<file path="config.mk">
export PLATFORM = sky130hd
export DESIGN_NAME = serial_io_ctrl
export DESIGN_NICKNAME = d
export VERILOG_FILES = /design/src/rtl/serial_io_pkg.sv /design/src/rtl/serial_io_ctrl_tx_fifo.sv /design/src/rtl/serial_io_ctrl.sv
export SDC_FILE = /design/constraint.sdc
export NUM_CORES = 1
export LEC_CHECK = 0
export ABC_AREA = 1
export CORE_MARGIN = 2
export CORE_UTILIZATION = 51
export CTS_BUF_LIST = sky130_fd_sc_hd__clkbuf_4
export DETAILED_ROUTE_END_ITERATION = 8
export PLACE_DENSITY = 0.87
export SLEW_MARGIN = 10
export SYNTH_ARGS = -nofsm -noshare
export SYNTH_HDL_FRONTEND = slang
export SYNTH_SLANG_ARGS = --single-unit
</file>
<file path="constraint.sdc">
create_clock -name clock -period 4.67 [get_ports clock]
set_clock_uncertainty 0.2 [all_clocks]
set_input_delay 0.467 -clock clock [delete_from_list [all_inputs] [get_ports clock]]
set_output_delay 0.467 -clock clock [all_outputs]
set_load 0.03 [all_outputs]
</file>
<file path="src/rtl/serial_io_pkg.sv">
// Shared register map, STATUS bit positions and counter widths for serial_io_ctrl.
package serial_io_pkg;

  typedef enum logic [1:0] {
    REG_DATA    = 2'd0,
    REG_STATUS  = 2'd1,
    REG_TXCOUNT = 2'd2,
    REG_RSVD    = 2'd3
  } reg_off_e;

  localparam int ST_RX_FULL  = 0;
  localparam int ST_TX_FULL  = 1;
  localparam int ST_TX_EMPTY = 2;
  localparam int ST_CNT_LSB  = 8;
  localparam int ST_CNT_W    = 3;

  localparam int TXCNT_W = 16;

endpackage

</file>
<file path="src/rtl/serial_io_ctrl_tx_fifo.sv">
// Byte FIFO for the TX path; power-of-two depth so pointers wrap naturally.
module serial_tx_fifo #(
  parameter int TX_DEPTH = 4
) (
  input  logic                       clock,
  input  logic                       reset,
  input  logic                       push,
  input  logic [7:0]                 push_data,
  input  logic                       pop,
  output logic [7:0]                 head,
  output logic                       full,
  output logic                       empty,
  output logic [$clog2(TX_DEPTH):0]  count
);
  localparam int AW = $clog2(TX_DEPTH);
  localparam int CW = AW + 1;

  logic [TX_DEPTH-1:0][7:0] mem;
  logic [AW-1:0]            wr_ptr, rd_ptr;
  logic                     do_push, do_pop;

  assign full    = (count == CW'(TX_DEPTH));
  assign empty   = (count == '0);
  assign do_push = push & ~full;
  assign do_pop  = pop & ~empty;
  assign head    = mem[rd_ptr];

  // Storage is not reset; only the pointers and count define what is valid.
  always_ff @(posedge clock) begin
    if (do_push) mem[wr_ptr] <= push_data;
  end

  always_ff @(posedge clock or posedge reset) begin
    if (reset) begin
      wr_ptr <= '0;
      rd_ptr <= '0;
      count  <= '0;
    end else begin
      if (do_push) wr_ptr <= wr_ptr + 1'b1;
      if (do_pop)  rd_ptr <= rd_ptr + 1'b1;
      case ({do_push, do_pop})
        2'b10:   count <= count + 1'b1;
        2'b01:   count <= count - 1'b1;
        default: count <= count;
      endcase
    end
  end
endmodule

</file>
<file path="src/rtl/serial_io_ctrl.sv">
// Memory-mapped serial port controller: TX FIFO drain, one-entry RX holder, store stall.
module serial_io_ctrl
  import serial_io_pkg::*;
#(
  parameter int          TX_DEPTH  = 4,
  parameter logic [31:0] BASE_ADDR = 32'hFFFF0000
) (
  input  logic        clock,
  input  logic        reset,
  input  logic [31:0] cpu_addr,
  input  logic [31:0] cpu_wdata,
  input  logic        cpu_wren,
  input  logic        cpu_rden,
  output logic [31:0] cpu_rdata,
  output logic        cpu_stall,
  input  logic [7:0]  serial_in,
  input  logic        serial_valid_in,
  input  logic        serial_ready_in,
  output logic        serial_rden_out,
  output logic [7:0]  serial_out,
  output logic        serial_wren_out
);
  localparam int CW = $clog2(TX_DEPTH) + 1;

  logic               hit, data_wr, data_rd;
  reg_off_e           off;
  logic               tx_full, tx_empty, tx_push, tx_pop;
  logic [7:0]         tx_head;
  logic [CW-1:0]      tx_count;
  logic               rx_full;
  logic [7:0]         rx_data;
  logic [TXCNT_W-1:0] txcount;
  logic [31:0]        status;

  assign hit     = (cpu_addr[31:4] == BASE_ADDR[31:4]);
  assign off     = reg_off_e'(cpu_addr[3:2]);
  assign data_wr = hit & cpu_wren & (off == REG_DATA);
  assign data_rd = hit & cpu_rden & (off == REG_DATA);

  // Full is the pre-edge state, so a store stalls even when a pop frees a slot this cycle.
  assign cpu_stall       = ~reset & data_wr & tx_full;
  assign tx_push         = data_wr & ~tx_full;
  assign tx_pop          = ~tx_empty & serial_ready_in;
  assign serial_rden_out = ~reset & serial_valid_in & ~rx_full;

  serial_tx_fifo #(.TX_DEPTH(TX_DEPTH)) u_tx_fifo (
    .clock     (clock),
    .reset     (reset),
    .push      (tx_push),
    .push_data (cpu_wdata[7:0]),
    .pop       (tx_pop),
    .head      (tx_head),
    .full      (tx_full),
    .empty     (tx_empty),
    .count     (tx_count)
  );

  always_ff @(posedge clock or posedge reset) begin
    if (reset) begin
      serial_out      <= '0;
      serial_wren_out <= 1'b0;
      txcount         <= '0;
    end else begin
      serial_wren_out <= tx_pop;
      if (tx_pop) begin
        serial_out <= tx_head;
        txcount    <= txcount + 1'b1;
      end
    end
  end

  // A clearing read blocks capture this cycle because rden_out is gated by pre-edge rx_full.
  always_ff @(posedge clock or posedge reset) begin
    if (reset) begin
      rx_full <= 1'b0;
      rx_data <= '0;
    end else if (data_rd && rx_full) begin
      rx_full <= 1'b0;
    end else if (serial_rden_out) begin
      rx_full <= 1'b1;
      rx_data <= serial_in;
    end
  end

  always_comb begin
    status                         = '0;
    status[ST_RX_FULL]             = rx_full;
    status[ST_TX_FULL]             = tx_full;
    status[ST_TX_EMPTY]            = tx_empty;
    status[ST_CNT_LSB +: ST_CNT_W] = ST_CNT_W'(tx_count);
  end

  always_comb begin
    cpu_rdata = '0;
    if (hit && cpu_rden) begin
      case (off)
        REG_DATA:    cpu_rdata = rx_full ? {24'd0, rx_data} : 32'd0;
        REG_STATUS:  cpu_rdata = status;
        REG_TXCOUNT: cpu_rdata = 32'(txcount);
        default:     cpu_rdata = '0;
      endcase
    end
  end
endmodule

</file>
# Word-level counts from Yosys, hierarchy flattened
# Index checks and enable logic that the tools add are counted.
[classes]
reduce_logical = 8
addsub = 5
n_eq_ne = 6
muxes = 11
order_cmp = 3
n_bitwise = 17
[ops]
columns = ["op", "count"]
rows = [
  ["$pmux W16 S3", 1],
  ["$bwmux W32", 1],
  ["$eq A28 B28 Y1 const B", 1],
  ["$mux W8", 3],
  ["$add A16 B1 Y16 const B", 1],
  ["$bmux W8 S2", 1],
  ["$demux W8 S2", 1],
  ["$mux W16", 1],
  ["$and A1 B1 Y1", 12],
  ["$lt A2 B3 Y1 const B", 2],
  ["$pmux W3 S2", 1],
  ["$not A1 Y1", 5],
  ["$add A2 B1 Y2 const B", 2],
  ["$eq A2 B1 Y1 const B", 2],
  ["$eq A2 B2 Y1 const B", 2],
  ["$reduce_bool A2 Y1", 2],
  ["$add A3 B1 Y3 const B", 1],
  ["$eq A3 B3 Y1 const B", 1],
  ["$logic_and A1 B1 Y1", 3],
  ["$logic_not A3 Y1", 1],
  ["$sub A3 B1 Y3 const B", 1],
  ["$ge A2 B1 Y1 const B", 1],
  ["$logic_not A2 Y1", 1],
  ["$mux W1", 2],
  ["$reduce_and A2 Y1", 1],
]
[word_totals]
out_inout_bits = 43
register_bits = 73
wordCells = 62
input_bits = 78

# Depth between registers and ports, before layout
# Gate-level depths: netlist of run 1.
[depth]
depth_word = 7
mapped_depth = 13
depth_no_buf = 13

# Cells and area by module
# Synthesis of run 1 repeated with hierarchy kept, for this count alone.
[hier_totals]
cells_unflattened = 424
hier_area_um2 = 3772.4
[by_module_without_submodules]
columns = ["mod", "n_inst", "cells_per_inst", "area_each_um2", "seq_area_each_um2"]
rows = [
  ["serial_io_ctrl", 1, 269, 2016.9, 850.8],
  ["serial_tx_fifo", 1, 155, 1755.4, 1136.1],
]

# Least setup slack after synthesis of run 1
# No wires, ideal clock.
[synth_path]
kind = "in2out"
from = "input port reset"
to = "output port serial_rden_out"
t_required_ns = 4.003
t_arrival_ns = 2.148
path_stages = 4
path_slack_ns = 1.855
path_cell_list = "inv_1 > nand3_1 > inv_1 > buf_2"
[synth_between]
elab_chain_len = 3
[synth_rtl]
columns = ["element", "line_no", "text"]
rows = [
  ["start: declaration", "serial_io_ctrl.sv:9", "input logic reset,"],
  ["$not A1 Y1", "serial_io_ctrl.sv:44", "assign serial_rden_out = ~reset & serial_valid_in & ~rx_full;"],
  ["$and A1 B1 Y1 (2 in a row)", "serial_io_ctrl.sv:44", ""],
  ["end: declaration", "serial_io_ctrl.sv:19", "output logic serial_rden_out,"],
]
# No other way between the ends.

# Worst setup path after layout of run 1
[layout_path]
from = "input port cpu_addr[21]"
to = "output port cpu_rdata[4]"
[layout_between]
elab_chain_len = 3
[layout_rtl]
columns = ["element", "line_no", "text"]
rows = [
  ["start: declaration", "serial_io_ctrl.sv:10", "input logic [31:0] cpu_addr,"],
  ["$eq A28 B28 Y1", "serial_io_ctrl.sv:35", "assign hit = (cpu_addr[31:4] == BASE_ADDR[31:4]);"],
  ["$logic_and A1 B1 Y1", "serial_io_ctrl.sv:95", "if (hit && cpu_rden) begin"],
  ["$mux W16", "serial_io_ctrl.sv:95", ""],
  ["end: declaration", "serial_io_ctrl.sv:14", "output logic [31:0] cpu_rdata,"],
]
# No other way between the ends.

==> results of run 1 <==
kinds of logic after synthesis:
| logic type | count (synthesis) | share of synthesized area, % |
|---|---|---|
| buf+inv | 71 | 9.58 |
| xor+xnor | 12 | 2.83 |
| simple gates | 210 | 25.0 |
| flops | 73 | 53.6 |
| fa+ha+maj | 7 | 2.56 |
| other cells | 1 | 0.101 |
| compound gates | 45 | 6.41 |
report_power, final:
group	switching [W]	internal, W	leakage (nW)	total, W
clock network	0.000249	0.000172	0.0755	0.000421
registers	0.000146	0.000797	0.793	0.000944
logic	0.000391	0.000260	1.07	0.000651
total	0.000786	0.00123	1.94	0.00202
metal layers:
layer / routed length (um) / vias up
li1: - / 1488
met1: 3120 / 1380
met2: 4080 / 102
met3: 426 / 18
met4: 197 / 0
met5: 0 / -
registers in the layout, summed over array words and instances (netlist names):
signal and count:
serial_wren_out 1, u_tx_fifo.wr_ptr 2, txcount 16, serial_out 8
u_tx_fifo.count 3, u_tx_fifo.rd_ptr 2, rx_full 1, rx_data 8
u_tx_fifo.mem 32
worst max-delay path: stages:
cell and delay (ns):
clkdlybuf4s50_1 0.45, nand2_1 0.05, nor2_1 0.10, nand3_1 0.13, nor2_4 0.38, nand2_1 0.20
a21oi_1 0.20, clkdlybuf4s50_1 0.70
synth_stat cells, drive strengths merged:
master,number
nand2,87
nor2,84
inv,44
dfrtp,41
edfxtp,32
o21ai,28
buf,24
nand4,17
nand3,14
xor2,9
a21oi,8
a31oi,8
nor3,8
ha,6
clkbuf,3
xnor2,3
a22oi,1
conb,1
fa,1
cell type report:
class	count	share of cell area [%]
Sequential cell	73	42.8
Tap cell	99	2.67
Clock inverter	7	1.78
Timing Repair Buffer	79	17.0
Inverter	44	3.56
Clock buffer	9	1.46
Multi-Input combinational cell	290	30.7
how the worst min path moves through the flow:
stage | startpoint | end | slack (ns) | cells past startpoint
detailed placement | rx_data[1] | rx_data[1] | 0.27 | 2
global route | rx_data[4] | rx_data[4] | 0.33 | 2
floorplan | rx_data[6] | rx_data[6] | 0.25 | 2
finish | rx_data[7] | rx_data[7] | 0.30 | 2
global placement | rx_data[4] | rx_data[4] | 0.27 | 2
CTS | rx_data[4] | rx_data[4] | 0.30 | 2
metrics by stage:
| step | total power, W | worst slack (ns) | area (um2) |
|---|---|---|---|
| floorplan | 0.00140 | 1.85 | 3770 |
| global placement | 0.00157 | 1.34 | 4490 |
| detailed placement | 0.00161 | 1.31 | 4490 |
| CTS | 0.00203 | 1.31 | 4640 |
| global route | 0.00217 | 1.13 | 4640 |
| finish | 0.00202 | 1.32 | 4640 |
==> impl_metrics.py, run 1 <==
metrics = {
    "outcome": {
        "outcome": "complete, no violations",
    },
    "timing": {
        "drv_slew": 0,
        "tns_ns": 0,
        "fmax_ghz": 0.299,
        "min_period_ns": 3.35,
        "worstMarginPinSlew_ns": 0.834,
        "hold_ws_ns": 0.301,
        "period_share_pct": 71.7,
        "slew_headroom_pct": 44.2,
        "setup_violations": 0,
        "rsz0062_at_grt": "false",
        "hold_viol_final": 0,
    },
    "synthesis": {
        "yosysTopAreaCell": "dfrtp_1",
        "synth.top_cell.area_share_pct": 27.7,
        "synthDistinctLibCells": 29,
        "yosys_register_bits": 73,
        "synth.avg_cell_area_um2": 8.85,
        "netlist_instances": 419,
        "netlist_area_um2": 3710,
        "ys_warn_count": 0,
        "ys_seq_area_share_pct": 53.6,
        "ys_top_cells_by_area": "dfrtp_1, edfxtp_1, nand2_1",
    },
    "routing": {
        "routedWlPerCell_um": 13.0,
        "ant_nets": 0,
        "vias": 2988,
        "drc_errors": 0,
        "drt_pre_antenna_iters": 4,
        "totalWireLength_mm": 7.82,
        "drt_iter0_drc": 262,
        "viasPerCell": 4.97,
    },
    "clocking": {
        "clock_latency_ns": 0.43,
        "clockBufferDepth": 2,
        "h-tree-depth": 3,
        "post_cts_buffers": 0,
        "cts-buffers-inserted": 9,
        "cts_sinks": 73,
        "cts-resized-gates": 0,
        "cts-root-buf": "clkbuf_4",
        "ctsHoldBuffers": 0,
        "cts_tree": "done",
        "path_clk_slew_ns": 0.12,
    },
    "place": {
        "port_buffers": 78,
        "placedCellCount": 585,
        "gp_congestion": 0.882,
        "dp_hpwl_mm": 5.63,
    },
    "grt": {
        "grt-ovfl-total": 0,
        "use_met2_pct": 36.4,
        "grt_max_degree": 42,
        "use_met3_pct": 6.74,
        "met1_usage_pct": 25.5,
        "grt_antenna_before_repair": 0,
        "grt_pass1_vias": 2959,
        "top_usage_layer": "met2",
        "track_usage_pct": 21.7,
        "grt_pass1_wl_mm": 13.0,
    },
    "worst_setup_path": {
        "startpoint": "cpu_addr[21]",
        "r2r_start": "u_tx_fifo.count[0]",
        "rr_endpoint": "u_tx_fifo.count[2]",
        "end_kind": "primary output",
        "cp_data_required_time_ns": 4.00,
        "critPathArrivalTime_ns": 2.68,
        "critPathKind": "input pin to primary output",
        "endpoint": "cpu_rdata[4]",
        "worst-path-max-fanout": 19,
        "critPathLaunchType": "input pin",
        "worstRegToRegCells": 10,
        "r2r_setup_slack_ns": 2.11,
    },
    "floorplanning": {
        "start_util_pct": 52.0,
        "fp.dieW_um": 89.3,
        "core-area_um2": 7140,
        "io_pins": 121,
        "rows": 31,
        "die-area_um2": 7970,
        "die_h_um": 89.3,
    },
    "pwr": {
        "p_per_area_nw_per_um2": 435,
        "ir_drop_uv": 220,
        "leakagePower_nw": 1.94,
    },
    "final_layout": {
        "multi_input_area_um2": 1420,
        "stdcell_count": 601,
        "nFillCells": 560,
        "seqCellArea_um2": 1990,
        "final_cell_mix": "nand2_1, nor2_1, clkdlybuf4s50_1, dfrtp_1, inv_1",
        "post-route-util_pct": 65.0,
        "final_common_cell": "nand2_1",
        "drive_above_1_share_pct": 7.37,
        "nNetsFinal": 582,
        "antenna_cells": 0,
        "syn_to_final_growth_pct": 25.0,
    },
    "job": {
        "cap_violations": 0,
    },
    "min_path": {
        "min_path_type": "register to register",
    },
}
Note: power is estimated with default switching activity, not from simulation.
==> run 2: changes to the inputs <==
CORE_UTILIZATION = 48   (was 51)
PLACE_DENSITY = 0.83   (was 0.87)
clock period = 3.3 ns   (was 4.67 ns; I/O delays follow)
==> run 2 against run 1 <==
Net effect:
- worst hold slack worse by 0.10 ns
- final area is 1.0% higher
- global-route usage is 1.2 points lower
- combinational power is 42% higher
- worst setup slack worse by 1.1 ns
- critical path depth is 2 higher
- sequential share of layout area is 0.43 points lower
==> impl_metrics.py, run 2 (synthesis results as in run 1) <==
metrics = {
    "outcome": {
        "outcome": "complete, no violations",
    },
    "grt": {
        "grt-ovfl-total": 0,
        "top_usage_layer": "met2",
        "use_met2_pct": 37.2,
        "use_met3_pct": 4.11,
        "grt_antenna_before_repair": 0,
        "grt_pass1_wl_mm": 13.7,
        "grt_max_degree": 42,
        "track_usage_pct": 20.5,
        "met1_usage_pct": 23.2,
        "grt_pass1_vias": 3055,
    },
    "floorplanning": {
        "rows": 32,
        "fp.dieW_um": 91.9,
        "die_h_um": 91.9,
        "io_pins": 121,
        "die-area_um2": 8450,
        "start_util_pct": 48.8,
        "core-area_um2": 7610,
    },
    "timing": {
        "drv_slew": 0,
        "worstMarginPinSlew_ns": 0.608,
        "period_share_pct": 93.2,
        "rsz0062_at_grt": "false",
        "hold_viol_final": 0,
        "min_period_ns": 3.08,
        "tns_ns": 0,
        "slew_headroom_pct": 59.5,
        "setup_violations": 0,
        "fmax_ghz": 0.325,
    },
    "pwr": {
        "leakagePower_nw": 1.98,
        "power.total_w": 0.00286,
        "ir_drop_uv": 352,
        "p_per_area_nw_per_um2": 610,
    },
    "routing": {
        "viasPerCell": 5.02,
        "ant_nets": 0,
        "drc_errors": 0,
        "drt_iter0_drc": 241,
        "drt_pre_antenna_iters": 4,
        "totalWireLength_mm": 7.85,
        "routedWlPerCell_um": 12.9,
        "vias": 3065,
    },
    "final_layout": {
        "post-route-util_pct": 61.6,
        "final_cell_mix": "nand2_1, nor2_1, clkdlybuf4s50_1, dfrtp_1, inv_1",
        "final_cell_area_um2": 4690,
        "stdcell_count": 610,
        "nFillCells": 647,
        "regMostFlops": "u_tx_fifo.mem",
        "nNetsFinal": 588,
        "final_common_cell": "nand2_1",
        "syn_to_final_growth_pct": 26.3,
        "antenna_cells": 0,
        "top_regs": "u_tx_fifo.mem: 32 flops, txcount: 16 flops",
        "drive_above_1_share_pct": 8.66,
        "largest_reg_flops": 32,
    },
    "clocking": {
        "h-tree-depth": 3,
        "cts-root-buf": "clkbuf_4",
        "ctsHoldBuffers": 0,
        "path_clk_slew_ns": 0.12,
        "cts_tree": "done",
        "cts_sinks": 73,
        "clock_latency_ns": 0.44,
        "post_cts_buffers": 0,
        "cts-buffers-inserted": 9,
        "cts-resized-gates": 0,
        "clockBufferDepth": 2,
    },
    "worst_setup_path": {
        "worst-path-max-fanout": 15,
        "critPathLaunchType": "input pin",
        "critPathArrivalTime_ns": 2.55,
        "critPathKind": "input pin to primary output",
        "slowest_delay_ns": 0.71,
        "crit_chain": "clkdlybuf4s50_1 > nand2_1 > inv_1 > nand2_1 > nor2_1 > nand2_1 > nor2_4 > nand2_1 > a21oi_1 > clkdlybuf4s50_1",
        "r2r_start": "u_tx_fifo.count[0]",
        "worstRegToRegCells": 9,
        "path_common_cell": "nand2_1",
        "cp_data_required_time_ns": 2.77,
        "end_kind": "primary output",
        "critPathSlowestCell": "clkdlybuf4s50_1",
        "r2r_setup_slack_ns": 0.88,
        "rr_endpoint": "u_tx_fifo.count[2]",
    },
    "place": {
        "dp_hpwl_mm": 5.82,
        "place_area_um2": 4530,
        "gp_congestion": 0.874,
        "placedCellCount": 594,
        "port_buffers": 78,
    },
    "min_path": {
        "min_path_type": "input pin to async pin",
    },
    "job": {
        "cap_violations": 0,
    },
}
run 2: cell count changes in the layout (fill, tap and decap cells not counted):
cell	change
clkdlybuf4s50_1	-1
clkinv_4	+1
clkinvlp_4	-1
buf_4	+7
run 2: report_power, final:
group          switching (W)  internal (W)
sequential          0.000202       0.00113
combinational       0.000555      0.000372
clock               0.000354      0.000245
total                0.00111       0.00175
run 2: through the flow:
step / hold slack [ns] / worst slack [ns]
global route: 0.219 / 0.0536
finish: 0.201 / 0.225
floorplan: 0.229 / 0.759
detailed placement: 0.268 / 0.253
global placement: 0.270 / 0.287
CTS: 0.207 / 0.246
run 2: how the worst max path moves through the flow:
| stage | from | to | slack, ns |
|---|---|---|---|
| after floorplan | reset | serial_rden_out | 0.76 |
| after global placement | cpu_addr[21] | cpu_rdata[9] | 0.29 |
| after detailed placement | cpu_addr[21] | cpu_rdata[4] | 0.25 |
| after CTS | cpu_addr[21] | cpu_rdata[4] | 0.25 |
| after global routing | cpu_addr[12] | cpu_rdata[9] | 0.05 |
| final | cpu_addr[19] | cpu_rdata[4] | 0.22 |
run 2: final cells by class:
cell class | instances | area, um2 | share of cell area (%)
clock buffer | 9 | 67.6 | 1.44
clock inverter | 7 | 83.8 | 1.79
inverter | 44 | 165 | 3.52
multi-input combinational | 290 | 1420 | 30.4
sequential | 73 | 1990 | 42.4
tap | 102 | 128 | 2.72
timing repair buffer | 85 | 831 | 17.7
run 2: metal layers:
metal | vias up | routed length, um
met5 | - | 0
met4 | 0 | 220
met3 | 23 | 361
met2 | 95 | 4140
met1 | 1445 | 3130
li1 | 1502 | -
run 2: worst max-delay path, delay by kind of cell:
family / cells / cell delay, ns
buf+inv: 3 / 1.21
simple gates: 6 / 0.75
compound gates: 1 / 0.24
==> run 3: changes to the inputs <==
RECOVER_POWER = 100   (was default)
SLEW_MARGIN = 40   (was 10)
==> run 3 against run 2 <==
Net effect:
- the run now ends with capacitance limit, slew limit left
- sequential power hardly changed
- clock power hardly changed
- combinational power is 4.5% lower
- final area is 1.2% lower
- critical path depth stayed put
- utilization is 0.72 points lower
==> impl_metrics.py, run 3 (synthesis results as in run 1) <==
metrics = {
    "timing": {
        "drv_slew": 42,
        "setup_violations": 0,
        "period_share_pct": 93.9,
        "rsz0062_at_grt": "false",
        "min_period_ns": 3.10,
        "worstMarginPinSlew_ns": 2.23,
        "setup_ws_ns": 0.201,
        "fmax_ghz": 0.323,
        "slew_headroom_pct": -48.7,
        "hold_viol_final": 0,
        "hold_ws_ns": 0.221,
        "tns_ns": 0,
    },
    "routing": {
        "routedWlPerCell_um": 12.8,
        "ant_nets": 0,
        "drt_pre_antenna_iters": 4,
        "viasPerCell": 4.96,
        "vias": 3026,
        "drc_errors": 0,
        "drt_iter0_drc": 222,
        "totalWireLength_mm": 7.82,
    },
    "floorplanning": {
        "core-area_um2": 7610,
        "io_pins": 121,
        "start_util_pct": 48.8,
        "die_h_um": 91.9,
        "rows": 32,
        "fp.dieW_um": 91.9,
        "die-area_um2": 8450,
    },
    "worst_setup_path": {
        "worst-path-max-fanout": 15,
        "r2r_setup_slack_ns": 0.67,
        "critPathArrivalTime_ns": 2.57,
        "critPathLaunchType": "input pin",
        "cp_data_required_time_ns": 2.77,
        "worstRegToRegCells": 7,
        "critPathKind": "input pin to primary output",
        "end_kind": "primary output",
    },
    "outcome": {
        "failed_checks": "capacitance limit, slew limit",
        "outcome": "complete, but fails checks",
    },
    "pwr": {
        "power.total_w": 0.00281,
        "p_per_area_nw_per_um2": 607,
        "leakagePower_nw": 1.99,
        "ir_drop_uv": 350,
    },
    "clocking": {
        "clock_latency_ns": 0.44,
        "path_clk_slew_ns": 0.13,
        "cts-resized-gates": 0,
        "h-tree-depth": 3,
        "post_cts_buffers": 0,
        "cts-buffers-inserted": 9,
        "ctsHoldBuffers": 0,
        "cts-root-buf": "clkbuf_4",
        "cts_tree": "done",
        "clockBufferDepth": 2,
        "cts_sinks": 73,
    },
    "final_layout": {
        "syn_to_final_growth_pct": 24.8,
        "largest_reg_flops": 32,
        "antenna_cells": 0,
        "post-route-util_pct": 60.9,
        "top_regs": "u_tx_fifo.mem: 32 flops, txcount: 16 flops",
        "nNetsFinal": 588,
        "regMostFlops": "u_tx_fifo.mem",
        "nFillCells": 667,
        "final_cell_mix": "nand2_1, nor2_1, clkdlybuf4s50_1, dfrtp_1, inv_1",
        "final_common_cell": "nand2_1",
        "drive_above_1_share_pct": 5.71,
    },
    "place": {
        "dp_hpwl_mm": 5.82,
        "port_buffers": 78,
        "pre_cts_ws_ns": 0.253,
        "gp_congestion": 0.874,
    },
    "min_path": {
        "min_path_type": "input pin to register",
        "hold_depth": 3,
    },
    "grt": {
        "track_usage_pct": 20.5,
        "grt_max_degree": 42,
        "grt-ovfl-total": 0,
        "grt_pass1_vias": 3055,
        "grt_pass1_wl_mm": 13.7,
        "grt_antenna_before_repair": 0,
    },
    "job": {
        "cap_violations": 1,
    },
}
-- run 3: final cells by class --
class | count | area (um2) | area share, %
Tap cell | 102 | 128 | 2.76
Inverter | 44 | 165 | 3.57
Timing Repair Buffer | 85 | 801 | 17.3
Clock buffer | 9 | 67.6 | 1.46
Clock inverter | 7 | 83.8 | 1.81
Multi-Input combinational cell | 290 | 1400 | 30.2
Sequential cell | 73 | 1990 | 42.9
-- run 3: layer usage --
layer | GRT usage [%] | vias up | wire [um] | part of all wire [%]
li1 | - | 1497 | - | -
met1 | 23.2 | 1422 | 3150 | 40
met2 | 37.2 | 87 | 4110 | 53
met3 | 4.11 | 20 | 337 | 4.3
met4 | 9.45 | 0 | 214 | 2.7
met5 | 0 | - | 0 | 0
-- run 3: metrics by stage --
| step | std cells | instance area, um2 |
|---|---|---|
| 2_1_floorplan | 434 | 3770 |
| 3_3_place_gp | 594 | 4530 |
| 3_5_place_dp | 594 | 4530 |
| 4_1_cts | 610 | 4690 |
| 5_1_grt | 610 | 4630 |
| 6_report | 610 | 4630 |
-- run 3: worst max-delay path: stages --
cell,delay (ns)
clkdlybuf4s50_1,0.45
nand2_1,0.05
inv_1,0.05
nand2_1,0.04
nor2_1,0.08
nand2_1,0.09
nor2_4,0.28
nand2_1,0.20
a21oi_1,0.23
dlygate4sd3_1,0.77
-- run 3: final timing paths --
| kind | end | from |
|---|---|---|
| max in group asynchronous | serial_out[5] | reset |
| worst min-delay path | rx_data[6] | serial_in[6] |
| min in group asynchronous | rx_data[6] | reset |
| worst max register to register | txcount[4] | u_tx_fifo.count[1] |
| worst min register to register | rx_data[1] | rx_data[1] |
| worst max-delay path | cpu_rdata[4] | cpu_addr[19] |
-- run 3: power by group --
group          switching, W  total [W]  internal (W)
Combinational      0.000544   0.000885      0.000341
Clock              0.000354   0.000598      0.000245
Sequential         0.000198    0.00133       0.00113
Total               0.00110    0.00281       0.00171
